### src/rtl/ysyx_22041211_axi_clint_pkg.sv
// Shared CLINT definitions: address map, AXI response codes, FSM encodings and the
// read-response payload used by ysyx_22041211_axi_clint.
package ysyx_22041211_axi_clint_pkg;

    localparam logic [31:0] CLINT_BASE      = 32'h0200_0000;
    localparam logic [15:0] OFF_MTIMECMP_LO = 16'h4000;
    localparam logic [15:0] OFF_MTIMECMP_HI = 16'h4004;
    localparam logic [15:0] OFF_MTIME_LO    = 16'hBFF8;
    localparam logic [15:0] OFF_MTIME_HI    = 16'hBFFC;

    localparam logic [1:0] AXI_RESP_OKAY   = 2'b00;
    localparam logic [1:0] AXI_RESP_SLVERR = 2'b10;

    typedef enum logic {
        RD_IDLE,
        RD_RESP
    } rd_state_e;

    typedef enum logic [1:0] {
        WR_IDLE,
        WR_HAVE_AW,
        WR_HAVE_W,
        WR_RESP
    } wr_state_e;

    typedef enum logic [2:0] {
        SEL_NONE,
        SEL_MTIME_LO,
        SEL_MTIME_HI,
        SEL_CMP_LO,
        SEL_CMP_HI
    } reg_sel_e;

    typedef struct packed {
        logic [3:0]  id;
        logic [31:0] data;
        logic [1:0]  resp;
    } rd_beat_t;

    // Only the low 16 address bits select a register; mtimecmp exists only when enabled.
    function automatic reg_sel_e decode_off(input logic [15:0] off, input logic cmp_en);
        reg_sel_e sel;
        sel = SEL_NONE;
        case (off)
            OFF_MTIME_LO:    sel = SEL_MTIME_LO;
            OFF_MTIME_HI:    sel = SEL_MTIME_HI;
            OFF_MTIMECMP_LO: sel = cmp_en ? SEL_CMP_LO : SEL_NONE;
            OFF_MTIMECMP_HI: sel = cmp_en ? SEL_CMP_HI : SEL_NONE;
            default:         sel = SEL_NONE;
        endcase
        return sel;
    endfunction

    function automatic logic [31:0] strb_merge(input logic [31:0] old_v,
                                               input logic [31:0] new_v,
                                               input logic [3:0]  strb);
        logic [31:0] res;
        res = old_v;
        for (int i = 0; i < 4; i++) begin
            if (strb[i]) res[8*i +: 8] = new_v[8*i +: 8];
        end
        return res;
    endfunction

endpackage

### src/rtl/ysyx_22041211_axi_clint_if.sv
// AXI4 single-beat bus bundle between the Xbar (master) and the CLINT responder (slave).
interface ysyx_22041211_axi_clint_if #(
    parameter int unsigned ADDR_LEN = 32,
    parameter int unsigned DATA_LEN = 32
);
    logic [ADDR_LEN-1:0] axi_addr_r_addr;
    logic                axi_addr_r_valid;
    logic                axi_addr_r_ready;
    logic [3:0]          axi_addr_r_id;
    logic [DATA_LEN-1:0] axi_r_data;
    logic [1:0]          axi_r_resp;
    logic                axi_r_valid;
    logic                axi_r_ready;
    logic                axi_r_last;
    logic [3:0]          axi_r_id;
    logic [ADDR_LEN-1:0] axi_addr_w_addr;
    logic                axi_addr_w_valid;
    logic                axi_addr_w_ready;
    logic [3:0]          axi_addr_w_id;
    logic [DATA_LEN-1:0] axi_w_data;
    logic [3:0]          axi_w_strb;
    logic                axi_w_valid;
    logic                axi_w_ready;
    logic [1:0]          axi_bkwd_resp;
    logic                axi_bkwd_valid;
    logic                axi_bkwd_ready;
    logic [3:0]          axi_bkwd_id;

    modport master (
        output axi_addr_r_addr, axi_addr_r_valid, axi_addr_r_id, axi_r_ready,
               axi_addr_w_addr, axi_addr_w_valid, axi_addr_w_id,
               axi_w_data, axi_w_strb, axi_w_valid, axi_bkwd_ready,
        input  axi_addr_r_ready, axi_r_data, axi_r_resp, axi_r_valid, axi_r_last, axi_r_id,
               axi_addr_w_ready, axi_w_ready, axi_bkwd_resp, axi_bkwd_valid, axi_bkwd_id
    );

    modport slave (
        input  axi_addr_r_addr, axi_addr_r_valid, axi_addr_r_id, axi_r_ready,
               axi_addr_w_addr, axi_addr_w_valid, axi_addr_w_id,
               axi_w_data, axi_w_strb, axi_w_valid, axi_bkwd_ready,
        output axi_addr_r_ready, axi_r_data, axi_r_resp, axi_r_valid, axi_r_last, axi_r_id,
               axi_addr_w_ready, axi_w_ready, axi_bkwd_resp, axi_bkwd_valid, axi_bkwd_id
    );
endinterface

### src/rtl/ysyx_22041211_clint_mtime.sv
// Free-running 64-bit mtime with prescaler; a strobed write to one half replaces that
// cycle's increment and leaves the other half as it was.
module ysyx_22041211_clint_mtime
    import ysyx_22041211_axi_clint_pkg::*;
#(
    parameter int unsigned MTIME_DIV = 1
) (
    input  logic        clock,
    input  logic        reset,
    input  logic        wr_lo_i,
    input  logic        wr_hi_i,
    input  logic [31:0] wr_data_i,
    input  logic [3:0]  wr_strb_i,
    output logic [63:0] mtime_o
);
    localparam int unsigned PRE_W = (MTIME_DIV > 1) ? $clog2(MTIME_DIV) : 1;
    localparam logic [PRE_W-1:0] PRE_MAX = PRE_W'(MTIME_DIV - 1);

    logic [PRE_W-1:0] pre_q, pre_d;
    logic [63:0]      mtime_q, mtime_d;
    logic             tick;

    always_comb begin
        tick    = (pre_q == PRE_MAX);
        pre_d   = tick ? '0 : pre_q + PRE_W'(1);
        mtime_d = tick ? mtime_q + 64'd1 : mtime_q;
        if (wr_lo_i || wr_hi_i) begin
            mtime_d = mtime_q;
            if (wr_lo_i) mtime_d[31:0]  = strb_merge(mtime_q[31:0],  wr_data_i, wr_strb_i);
            if (wr_hi_i) mtime_d[63:32] = strb_merge(mtime_q[63:32], wr_data_i, wr_strb_i);
        end
    end

    always_ff @(posedge clock) begin
        if (reset) begin
            pre_q   <= '0;
            mtime_q <= '0;
        end else begin
            pre_q   <= pre_d;
            mtime_q <= mtime_d;
        end
    end

    assign mtime_o = mtime_q;

endmodule

### src/rtl/ysyx_22041211_axi_clint.sv
// AXI4 CLINT responder: independent read and write FSMs in front of mtime.
// Define CLINT_MTIMECMP_EN to add mtimecmp at 0x4000/0x4004 and drive timer_irq_o.
module ysyx_22041211_axi_clint
    import ysyx_22041211_axi_clint_pkg::*;
#(
    parameter int unsigned ADDR_LEN  = 32,
    parameter int unsigned DATA_LEN  = 32,
    parameter int unsigned MTIME_DIV = 1
) (
    input  logic                          clock,
    input  logic                          reset,
    ysyx_22041211_axi_clint_if.slave      axi,
    output logic                          timer_irq_o
);
`ifdef CLINT_MTIMECMP_EN
    localparam bit CMP_EN = 1'b1;
`else
    localparam bit CMP_EN = 1'b0;
`endif

    logic [63:0] mtime;
    logic [63:0] mtimecmp;

    // ---------------- read channel ----------------
    rd_state_e           rd_state_q, rd_state_d;
    rd_beat_t            rd_beat_q, rd_beat_d;
    reg_sel_e            rd_sel;
    logic [DATA_LEN-1:0] rd_val;

    always_comb begin
        rd_sel = decode_off(axi.axi_addr_r_addr[15:0], CMP_EN);
        rd_val = '0;
        case (rd_sel)
            SEL_MTIME_LO: rd_val = mtime[31:0];
            SEL_MTIME_HI: rd_val = mtime[63:32];
            SEL_CMP_LO:   rd_val = mtimecmp[31:0];
            SEL_CMP_HI:   rd_val = mtimecmp[63:32];
            default:      rd_val = '0;
        endcase
    end

    always_comb begin
        rd_state_d = rd_state_q;
        rd_beat_d  = rd_beat_q;
        case (rd_state_q)
            RD_IDLE: begin
                if (axi.axi_addr_r_valid) begin
                    rd_state_d     = RD_RESP;
                    rd_beat_d.id   = axi.axi_addr_r_id;
                    rd_beat_d.data = rd_val;
                    rd_beat_d.resp = (rd_sel == SEL_NONE) ? AXI_RESP_SLVERR : AXI_RESP_OKAY;
                end
            end
            RD_RESP: begin
                if (axi.axi_r_ready) rd_state_d = RD_IDLE;
            end
            default: rd_state_d = RD_IDLE;
        endcase
    end

    always_ff @(posedge clock) begin
        if (reset) begin
            rd_state_q <= RD_IDLE;
            rd_beat_q  <= '0;
        end else begin
            rd_state_q <= rd_state_d;
            rd_beat_q  <= rd_beat_d;
        end
    end

    assign axi.axi_addr_r_ready = (rd_state_q == RD_IDLE);
    assign axi.axi_r_valid      = (rd_state_q == RD_RESP);
    assign axi.axi_r_last       = (rd_state_q == RD_RESP);
    assign axi.axi_r_data       = rd_beat_q.data;
    assign axi.axi_r_resp       = rd_beat_q.resp;
    assign axi.axi_r_id         = rd_beat_q.id;

    // ---------------- write channel ----------------
    wr_state_e   wr_state_q, wr_state_d;
    logic [15:0] aw_off_q, aw_off_d;
    logic [31:0] w_data_q, w_data_d;
    logic [3:0]  w_strb_q, w_strb_d;
    logic [3:0]  bid_q, bid_d;
    logic [1:0]  bresp_q, bresp_d;
    logic        aw_fire, w_fire, commit;
    logic [15:0] wr_off;
    logic [31:0] wr_data;
    logic [3:0]  wr_strb;
    reg_sel_e    wr_sel;

    assign axi.axi_addr_w_ready = (wr_state_q == WR_IDLE) || (wr_state_q == WR_HAVE_W);
    assign axi.axi_w_ready      = (wr_state_q == WR_IDLE) || (wr_state_q == WR_HAVE_AW);

    // Commit uses whichever beat is already latched, else the one handshaking now.
    always_comb begin
        aw_fire    = axi.axi_addr_w_valid && axi.axi_addr_w_ready;
        w_fire     = axi.axi_w_valid && axi.axi_w_ready;
        wr_off     = (wr_state_q == WR_HAVE_AW) ? aw_off_q : axi.axi_addr_w_addr[15:0];
        wr_data    = (wr_state_q == WR_HAVE_W)  ? w_data_q : axi.axi_w_data;
        wr_strb    = (wr_state_q == WR_HAVE_W)  ? w_strb_q : axi.axi_w_strb;
        wr_sel     = decode_off(wr_off, CMP_EN);
        wr_state_d = wr_state_q;
        aw_off_d   = aw_off_q;
        w_data_d   = w_data_q;
        w_strb_d   = w_strb_q;
        bid_d      = bid_q;
        bresp_d    = bresp_q;
        commit     = 1'b0;
        if (aw_fire) begin
            aw_off_d = axi.axi_addr_w_addr[15:0];
            bid_d    = axi.axi_addr_w_id;
        end
        if (w_fire) begin
            w_data_d = axi.axi_w_data;
            w_strb_d = axi.axi_w_strb;
        end
        case (wr_state_q)
            WR_IDLE: begin
                if (aw_fire && w_fire) begin
                    wr_state_d = WR_RESP;
                    commit     = 1'b1;
                end else if (aw_fire) begin
                    wr_state_d = WR_HAVE_AW;
                end else if (w_fire) begin
                    wr_state_d = WR_HAVE_W;
                end
            end
            WR_HAVE_AW: begin
                if (w_fire) begin
                    wr_state_d = WR_RESP;
                    commit     = 1'b1;
                end
            end
            WR_HAVE_W: begin
                if (aw_fire) begin
                    wr_state_d = WR_RESP;
                    commit     = 1'b1;
                end
            end
            WR_RESP: begin
                if (axi.axi_bkwd_ready) wr_state_d = WR_IDLE;
            end
            default: wr_state_d = WR_IDLE;
        endcase
        if (commit) bresp_d = (wr_sel == SEL_NONE) ? AXI_RESP_SLVERR : AXI_RESP_OKAY;
    end

    always_ff @(posedge clock) begin
        if (reset) begin
            wr_state_q <= WR_IDLE;
            aw_off_q   <= '0;
            w_data_q   <= '0;
            w_strb_q   <= '0;
            bid_q      <= '0;
            bresp_q    <= '0;
        end else begin
            wr_state_q <= wr_state_d;
            aw_off_q   <= aw_off_d;
            w_data_q   <= w_data_d;
            w_strb_q   <= w_strb_d;
            bid_q      <= bid_d;
            bresp_q    <= bresp_d;
        end
    end

    assign axi.axi_bkwd_valid = (wr_state_q == WR_RESP);
    assign axi.axi_bkwd_resp  = bresp_q;
    assign axi.axi_bkwd_id    = bid_q;

    ysyx_22041211_clint_mtime #(
        .MTIME_DIV (MTIME_DIV)
    ) u_mtime (
        .clock     (clock),
        .reset     (reset),
        .wr_lo_i   (commit && (wr_sel == SEL_MTIME_LO)),
        .wr_hi_i   (commit && (wr_sel == SEL_MTIME_HI)),
        .wr_data_i (wr_data),
        .wr_strb_i (wr_strb),
        .mtime_o   (mtime)
    );

`ifdef CLINT_MTIMECMP_EN
    logic [63:0] cmp_q, cmp_d;
    logic        irq_q;

    always_comb begin
        cmp_d = cmp_q;
        if (commit && (wr_sel == SEL_CMP_LO)) cmp_d[31:0]  = strb_merge(cmp_q[31:0],  wr_data, wr_strb);
        if (commit && (wr_sel == SEL_CMP_HI)) cmp_d[63:32] = strb_merge(cmp_q[63:32], wr_data, wr_strb);
    end

    always_ff @(posedge clock) begin
        if (reset) begin
            cmp_q <= '1;
            irq_q <= 1'b0;
        end else begin
            cmp_q <= cmp_d;
            irq_q <= (mtime >= cmp_q);
        end
    end

    assign mtimecmp    = cmp_q;
    assign timer_irq_o = irq_q;
`else
    assign mtimecmp    = '1;
    assign timer_irq_o = 1'b0;
`endif

    // Upper address bits select the Xbar leg, not a register.
    logic unused_addr_hi;
    assign unused_addr_hi = ^{axi.axi_addr_r_addr[ADDR_LEN-1:16], axi.axi_addr_w_addr[ADDR_LEN-1:16]};

endmodule

### src/flat_wrapper.sv
// flat-port wrapper written by rule: the top's interface ports become plain ports
module ysyx_22041211_axi_clint_flat import ysyx_22041211_axi_clint_pkg::*;
#(
    parameter int unsigned ADDR_LEN  = 32,
    parameter int unsigned DATA_LEN  = 32,
    parameter int unsigned MTIME_DIV = 1
)
  (clock, reset, timer_irq_o, axi_axi_addr_r_addr, axi_axi_addr_r_valid, axi_axi_addr_r_id, axi_axi_r_ready, axi_axi_addr_w_addr, axi_axi_addr_w_valid, axi_axi_addr_w_id, axi_axi_w_data, axi_axi_w_strb, axi_axi_w_valid, axi_axi_bkwd_ready, axi_axi_addr_r_ready, axi_axi_r_data, axi_axi_r_resp, axi_axi_r_valid, axi_axi_r_last, axi_axi_r_id, axi_axi_addr_w_ready, axi_axi_w_ready, axi_axi_bkwd_resp, axi_axi_bkwd_valid, axi_axi_bkwd_id);
  ysyx_22041211_axi_clint_if #(.ADDR_LEN(ADDR_LEN), .DATA_LEN(DATA_LEN)) axi_i ();
  input  logic clock;
  input  logic reset;
  output logic timer_irq_o;
  input wire logic [$bits(axi_i.axi_addr_r_addr)-1:0] axi_axi_addr_r_addr;
  input wire logic [$bits(axi_i.axi_addr_r_valid)-1:0] axi_axi_addr_r_valid;
  input wire logic [$bits(axi_i.axi_addr_r_id)-1:0] axi_axi_addr_r_id;
  input wire logic [$bits(axi_i.axi_r_ready)-1:0] axi_axi_r_ready;
  input wire logic [$bits(axi_i.axi_addr_w_addr)-1:0] axi_axi_addr_w_addr;
  input wire logic [$bits(axi_i.axi_addr_w_valid)-1:0] axi_axi_addr_w_valid;
  input wire logic [$bits(axi_i.axi_addr_w_id)-1:0] axi_axi_addr_w_id;
  input wire logic [$bits(axi_i.axi_w_data)-1:0] axi_axi_w_data;
  input wire logic [$bits(axi_i.axi_w_strb)-1:0] axi_axi_w_strb;
  input wire logic [$bits(axi_i.axi_w_valid)-1:0] axi_axi_w_valid;
  input wire logic [$bits(axi_i.axi_bkwd_ready)-1:0] axi_axi_bkwd_ready;
  output wire logic [$bits(axi_i.axi_addr_r_ready)-1:0] axi_axi_addr_r_ready;
  output wire logic [$bits(axi_i.axi_r_data)-1:0] axi_axi_r_data;
  output wire logic [$bits(axi_i.axi_r_resp)-1:0] axi_axi_r_resp;
  output wire logic [$bits(axi_i.axi_r_valid)-1:0] axi_axi_r_valid;
  output wire logic [$bits(axi_i.axi_r_last)-1:0] axi_axi_r_last;
  output wire logic [$bits(axi_i.axi_r_id)-1:0] axi_axi_r_id;
  output wire logic [$bits(axi_i.axi_addr_w_ready)-1:0] axi_axi_addr_w_ready;
  output wire logic [$bits(axi_i.axi_w_ready)-1:0] axi_axi_w_ready;
  output wire logic [$bits(axi_i.axi_bkwd_resp)-1:0] axi_axi_bkwd_resp;
  output wire logic [$bits(axi_i.axi_bkwd_valid)-1:0] axi_axi_bkwd_valid;
  output wire logic [$bits(axi_i.axi_bkwd_id)-1:0] axi_axi_bkwd_id;
  assign axi_i.axi_addr_r_addr = axi_axi_addr_r_addr;
  assign axi_i.axi_addr_r_valid = axi_axi_addr_r_valid;
  assign axi_i.axi_addr_r_id = axi_axi_addr_r_id;
  assign axi_i.axi_r_ready = axi_axi_r_ready;
  assign axi_i.axi_addr_w_addr = axi_axi_addr_w_addr;
  assign axi_i.axi_addr_w_valid = axi_axi_addr_w_valid;
  assign axi_i.axi_addr_w_id = axi_axi_addr_w_id;
  assign axi_i.axi_w_data = axi_axi_w_data;
  assign axi_i.axi_w_strb = axi_axi_w_strb;
  assign axi_i.axi_w_valid = axi_axi_w_valid;
  assign axi_i.axi_bkwd_ready = axi_axi_bkwd_ready;
  assign axi_axi_addr_r_ready = axi_i.axi_addr_r_ready;
  assign axi_axi_r_data = axi_i.axi_r_data;
  assign axi_axi_r_resp = axi_i.axi_r_resp;
  assign axi_axi_r_valid = axi_i.axi_r_valid;
  assign axi_axi_r_last = axi_i.axi_r_last;
  assign axi_axi_r_id = axi_i.axi_r_id;
  assign axi_axi_addr_w_ready = axi_i.axi_addr_w_ready;
  assign axi_axi_w_ready = axi_i.axi_w_ready;
  assign axi_axi_bkwd_resp = axi_i.axi_bkwd_resp;
  assign axi_axi_bkwd_valid = axi_i.axi_bkwd_valid;
  assign axi_axi_bkwd_id = axi_i.axi_bkwd_id;
  ysyx_22041211_axi_clint #(.ADDR_LEN(ADDR_LEN), .DATA_LEN(DATA_LEN), .MTIME_DIV(MTIME_DIV)) u_core (.clock(clock), .reset(reset), .axi(axi_i), .timer_irq_o(timer_irq_o));
endmodule
### config.mk
export PLATFORM = sky130hd
export DESIGN_NAME = ysyx_22041211_axi_clint_flat
export DESIGN_NICKNAME = d
export VERILOG_FILES = /design/src/rtl/ysyx_22041211_axi_clint_pkg.sv /design/src/rtl/ysyx_22041211_axi_clint_if.sv /design/src/rtl/ysyx_22041211_clint_mtime.sv /design/src/rtl/ysyx_22041211_axi_clint.sv /design/src/flat_wrapper.sv
export SDC_FILE = /design/constraint.sdc
export NUM_CORES = 1
export LEC_CHECK = 0
export BUFFER_PORTS_ARGS = -buffer_cell sky130_fd_sc_hd__buf_2
export CORE_UTILIZATION = 56
export DETAILED_ROUTE_END_ITERATION = 8
export PLACE_DENSITY = 0.8
export SYNTH_ARGS = -nofsm -noshare
export SYNTH_HDL_FRONTEND = slang
export SYNTH_SLANG_ARGS = --single-unit
export TNS_END_PERCENT = 30
### constraint.sdc
create_clock -name clock -period 3.2 [get_ports clock]
set_input_delay 0.16 -clock clock [delete_from_list [all_inputs] [get_ports clock]]
set_output_delay 0.16 -clock clock [all_outputs]
set_load 0.05 [all_outputs]
==> impl_metrics.csv <==
group,metric,value,unit
timing,rsz0062_at_grt,"no",
yosys,ys.flop_type,"dfxtp_1",
worst_setup_path,reg2reg_setup_slack,0.23,ns
die,die_area,16300,sq um
yosys,syn_avg_cell_area,7.82,sq um
timing,slew_headroom,0.420,
cells_and_area,area.growth.synth_to_final,23.8,%
yosys,netlist_top_cells_area,"dfxtp_1, a21oi_1, nand2_1, mux2_2, o21ai_0",
cells_and_area,nFillCells,1253,
timing,fmax,336,MHz
routing,routed.top_layer,"met4",
clocking,cts.hold.buffers_added,58,
pwr,ir_drop,0.000441,V
cells_and_area,num-nets-final,1423,
timing,min_period_over_period,0.929,
routing,wl_met2,13300,microns
clocking,clk_pin_slew,0.07,ns
worst_setup_path,end_kind,"flip-flop",
pwr,power_density,531,nW/um^2
routing,vias,9579,
die,fp.dieW,128,microns
yosys,postSynthCellCount,1134,
die,dieHeight,128,microns
clocking,clk_latency,0.43,ns
die,start_util,0.579,
yosys,netlist_top_cells_count,"nand2_1, dfxtp_1, a21oi_1, nor2_1, o21ai_0",
routing,avgViaCountPerCell,6.28,
yosys,yosysMostFrequentCell,"nand2_1",
yosys,synthArstFlopShare,0,
routing,ant_nets,0,
routing,wl_met3,2330,microns
global_routing,grt_usage,0.350,
cells_and_area,final_area,11000,sq um
placement,place_congestion,0.943,
placement,hpwl,18200,microns
yosys,synth-seq-cells,162,
routing,postRouteWirelength,28400,microns
timing,hold_violations,0,
global_routing,grt_pass1_wl,45000,microns
timing,maxSlewViolCount,0,
die,coreArea,15300,sq um
global_routing,grt_pass1_vias,8936,
yosys,synth.distinct_cells,67,
cells_and_area,antenna_cells,0,
yosys,syn_area,8870,sq um
worst_setup_path,crit_required,3.48,ns
clocking,tritoncts,"done",
clocking,clockBufferDepth,2,
clocking,cts_resized,0,
yosys,ys_warn_count,0,
hold_path,hp-class,"primary input to flip-flop",
global_routing,grt_overflow,0,
global_routing,grt_max_degree,156,
yosys,ys_seq_area_frac,0.366,
placement,post_dp_cell_area,9790,sq um
timing,finalCriticalPeriod,2.97,ns
clocking,cts_buffers,17,
timing,skew,0.0106,ns
die,row_count,45,
timing,final.setup.tns,0,ns
die,pin_count,166,
clocking,postCtsSetupRepairBufs,0,
worst_setup_path,arrival,3.25,ns
cells_and_area,drive_gt1_frac,0.204,
clocking,htreeDepth,4,
hold_path,worstHoldPathCells,3,
worst_setup_path,crit_type,"flip-flop to flip-flop",
worst_setup_path,crit_fanout,15,
flow_run,cap_violations,0,
clocking,clockRootBuffer,"clkbuf_16",
worst_setup_path,cp-start-kind,"flip-flop",
timing,max_slew.worst_pin.slew,0.869,ns
routing,drtIter0Drc,1048,
routing,dr.pass1.iters,8,
yosys,synth-edff-count,0,
status,outcome,"finished, final reports clean",
yosys,synth_top_area_share,0.366,
routing,drc,0,
placement,port-buffer-count,130,
clocking,cts_num_sinks,162,
pwr,leakagePower,0.00418,uW
worst_setup_path,ff2ff_path_depth,10,
routing,wl_met1,11000,microns
yosys,yosysTopAreaCell,"dfxtp_1",
global_routing,antenna_found_initial,0,
routing,drt-wirelength-per-cell,18.6,microns
timing,setup_viol,0,
## placed cells by master (no fill, tap or decap), types with 8 or more instances in the layout
master and count:
nor2_1 89, nand2_1 179, mux2i_1 40, a31oi_1 10
buf_2 129, nor3_1 33, dlygate4sd3_1 58, and2_1 13
a211oi_1 9, dfxtp_1 162, a22oi_1 34, nor4_1 17
clkbuf_16 17, nand3_1 27, and3_1 12, mux2_2 44
buf_4 34, inv_1 20, nand4_1 33, o21ai_0 82
a21oi_1 139, o31ai_1 8
## registers in the layout (all words and copies together) (netlist names)
| name | flops |
|---|---|
| u_core.w_strb_q | 4 |
| u_core.axi.axi_r_data | 32 |
| u_core.u_mtime.mtime_o | 64 |
| u_core.axi.axi_r_last | 1 |
| u_core.u_mtime.pre_q | 1 |
| u_core.axi.axi_r_resp | 1 |
| u_core.axi.axi_bkwd_id | 4 |
| u_core.aw_off_q | 16 |
| u_core.wr_state_q | 2 |
| u_core.axi.axi_r_id | 4 |
| u_core.axi.axi_bkwd_resp | 1 |
| u_core.w_data_q | 32 |
## area by class of cell
cell class                      instances  area (sq um)  area share
Clock buffer                           18           429      0.0391
Clock inverter                         14           188      0.0171
Inverter                               20          75.1     0.00683
Multi-Input combinational cell        876          5220       0.476
Sequential cell                       162          3240       0.295
Tap cell                              211           264      0.0240
Timing Repair Buffer                  225          1560       0.142
## metrics by stage
step | hold slack (ns) | setup slack, ns | cells | total power, uW | util
2_1_floorplan | 0.260 | 0.727 | 1137 | 3250 | -
3_3_place_gp | 0.356 | 0.415 | 1436 | 3580 | 0.639
3_5_place_dp | 0.360 | 0.325 | 1436 | 3610 | 0.639
4_1_cts | 0.00258 | 0.289 | 1526 | 5800 | 0.717
5_1_grt | 0.0103 | 0.0868 | 1526 | 6030 | 0.717
6_report | 0.0129 | 0.227 | 1526 | 5830 | 0.717
## where the power goes
group | switching [uW] | internal, uW
sequential | 98.4 | 2180
combinational | 909 | 485
clock | 853 | 1300
## critical path, cell delays in order (launching register included)
cell      delay [ns]
dfxtp_1         0.40
inv_1           0.10
ha_1            0.33
buf_4           0.21
nor4b_1         0.24
a31o_2          0.21
o2111a_2        0.35
buf_4           0.26
mux2_2          0.43
o21ai_0         0.20
a21oi_1         0.10
## layer usage
layer / vias to the layer above / GRT usage
met2: 572 / 0.573
met5: - / 0
met1: 4434 / 0.428
li1: 4472 / -
met3: 101 / 0.0593
met4: 0 / 0.221
## cell families after synthesis
kind of cell             Yosys count  synth area share
multiplexers                      86             0.104
AO/OA/AOI/OAI                    334             0.226
AND/OR/NAND/NOR                  446             0.246
adder cells (fa/ha/maj)            6           0.00846
buffers and inverters             99            0.0484
flip-flops                       162             0.366
other                              1          0.000423
## worst paths after layout
check,from,to
worst min-delay path,axi_axi_w_data[30],u_core.w_data_q[30]
worst max-delay path,u_core.wr_state_q[1],u_core.u_mtime.mtime_o[22]
worst max register to register,u_core.wr_state_q[1],u_core.u_mtime.mtime_o[22]
worst min register to register,u_core.axi.axi_r_id[1],u_core.axi.axi_r_id[1]
Note: power is estimated with default switching activity, not from simulation.
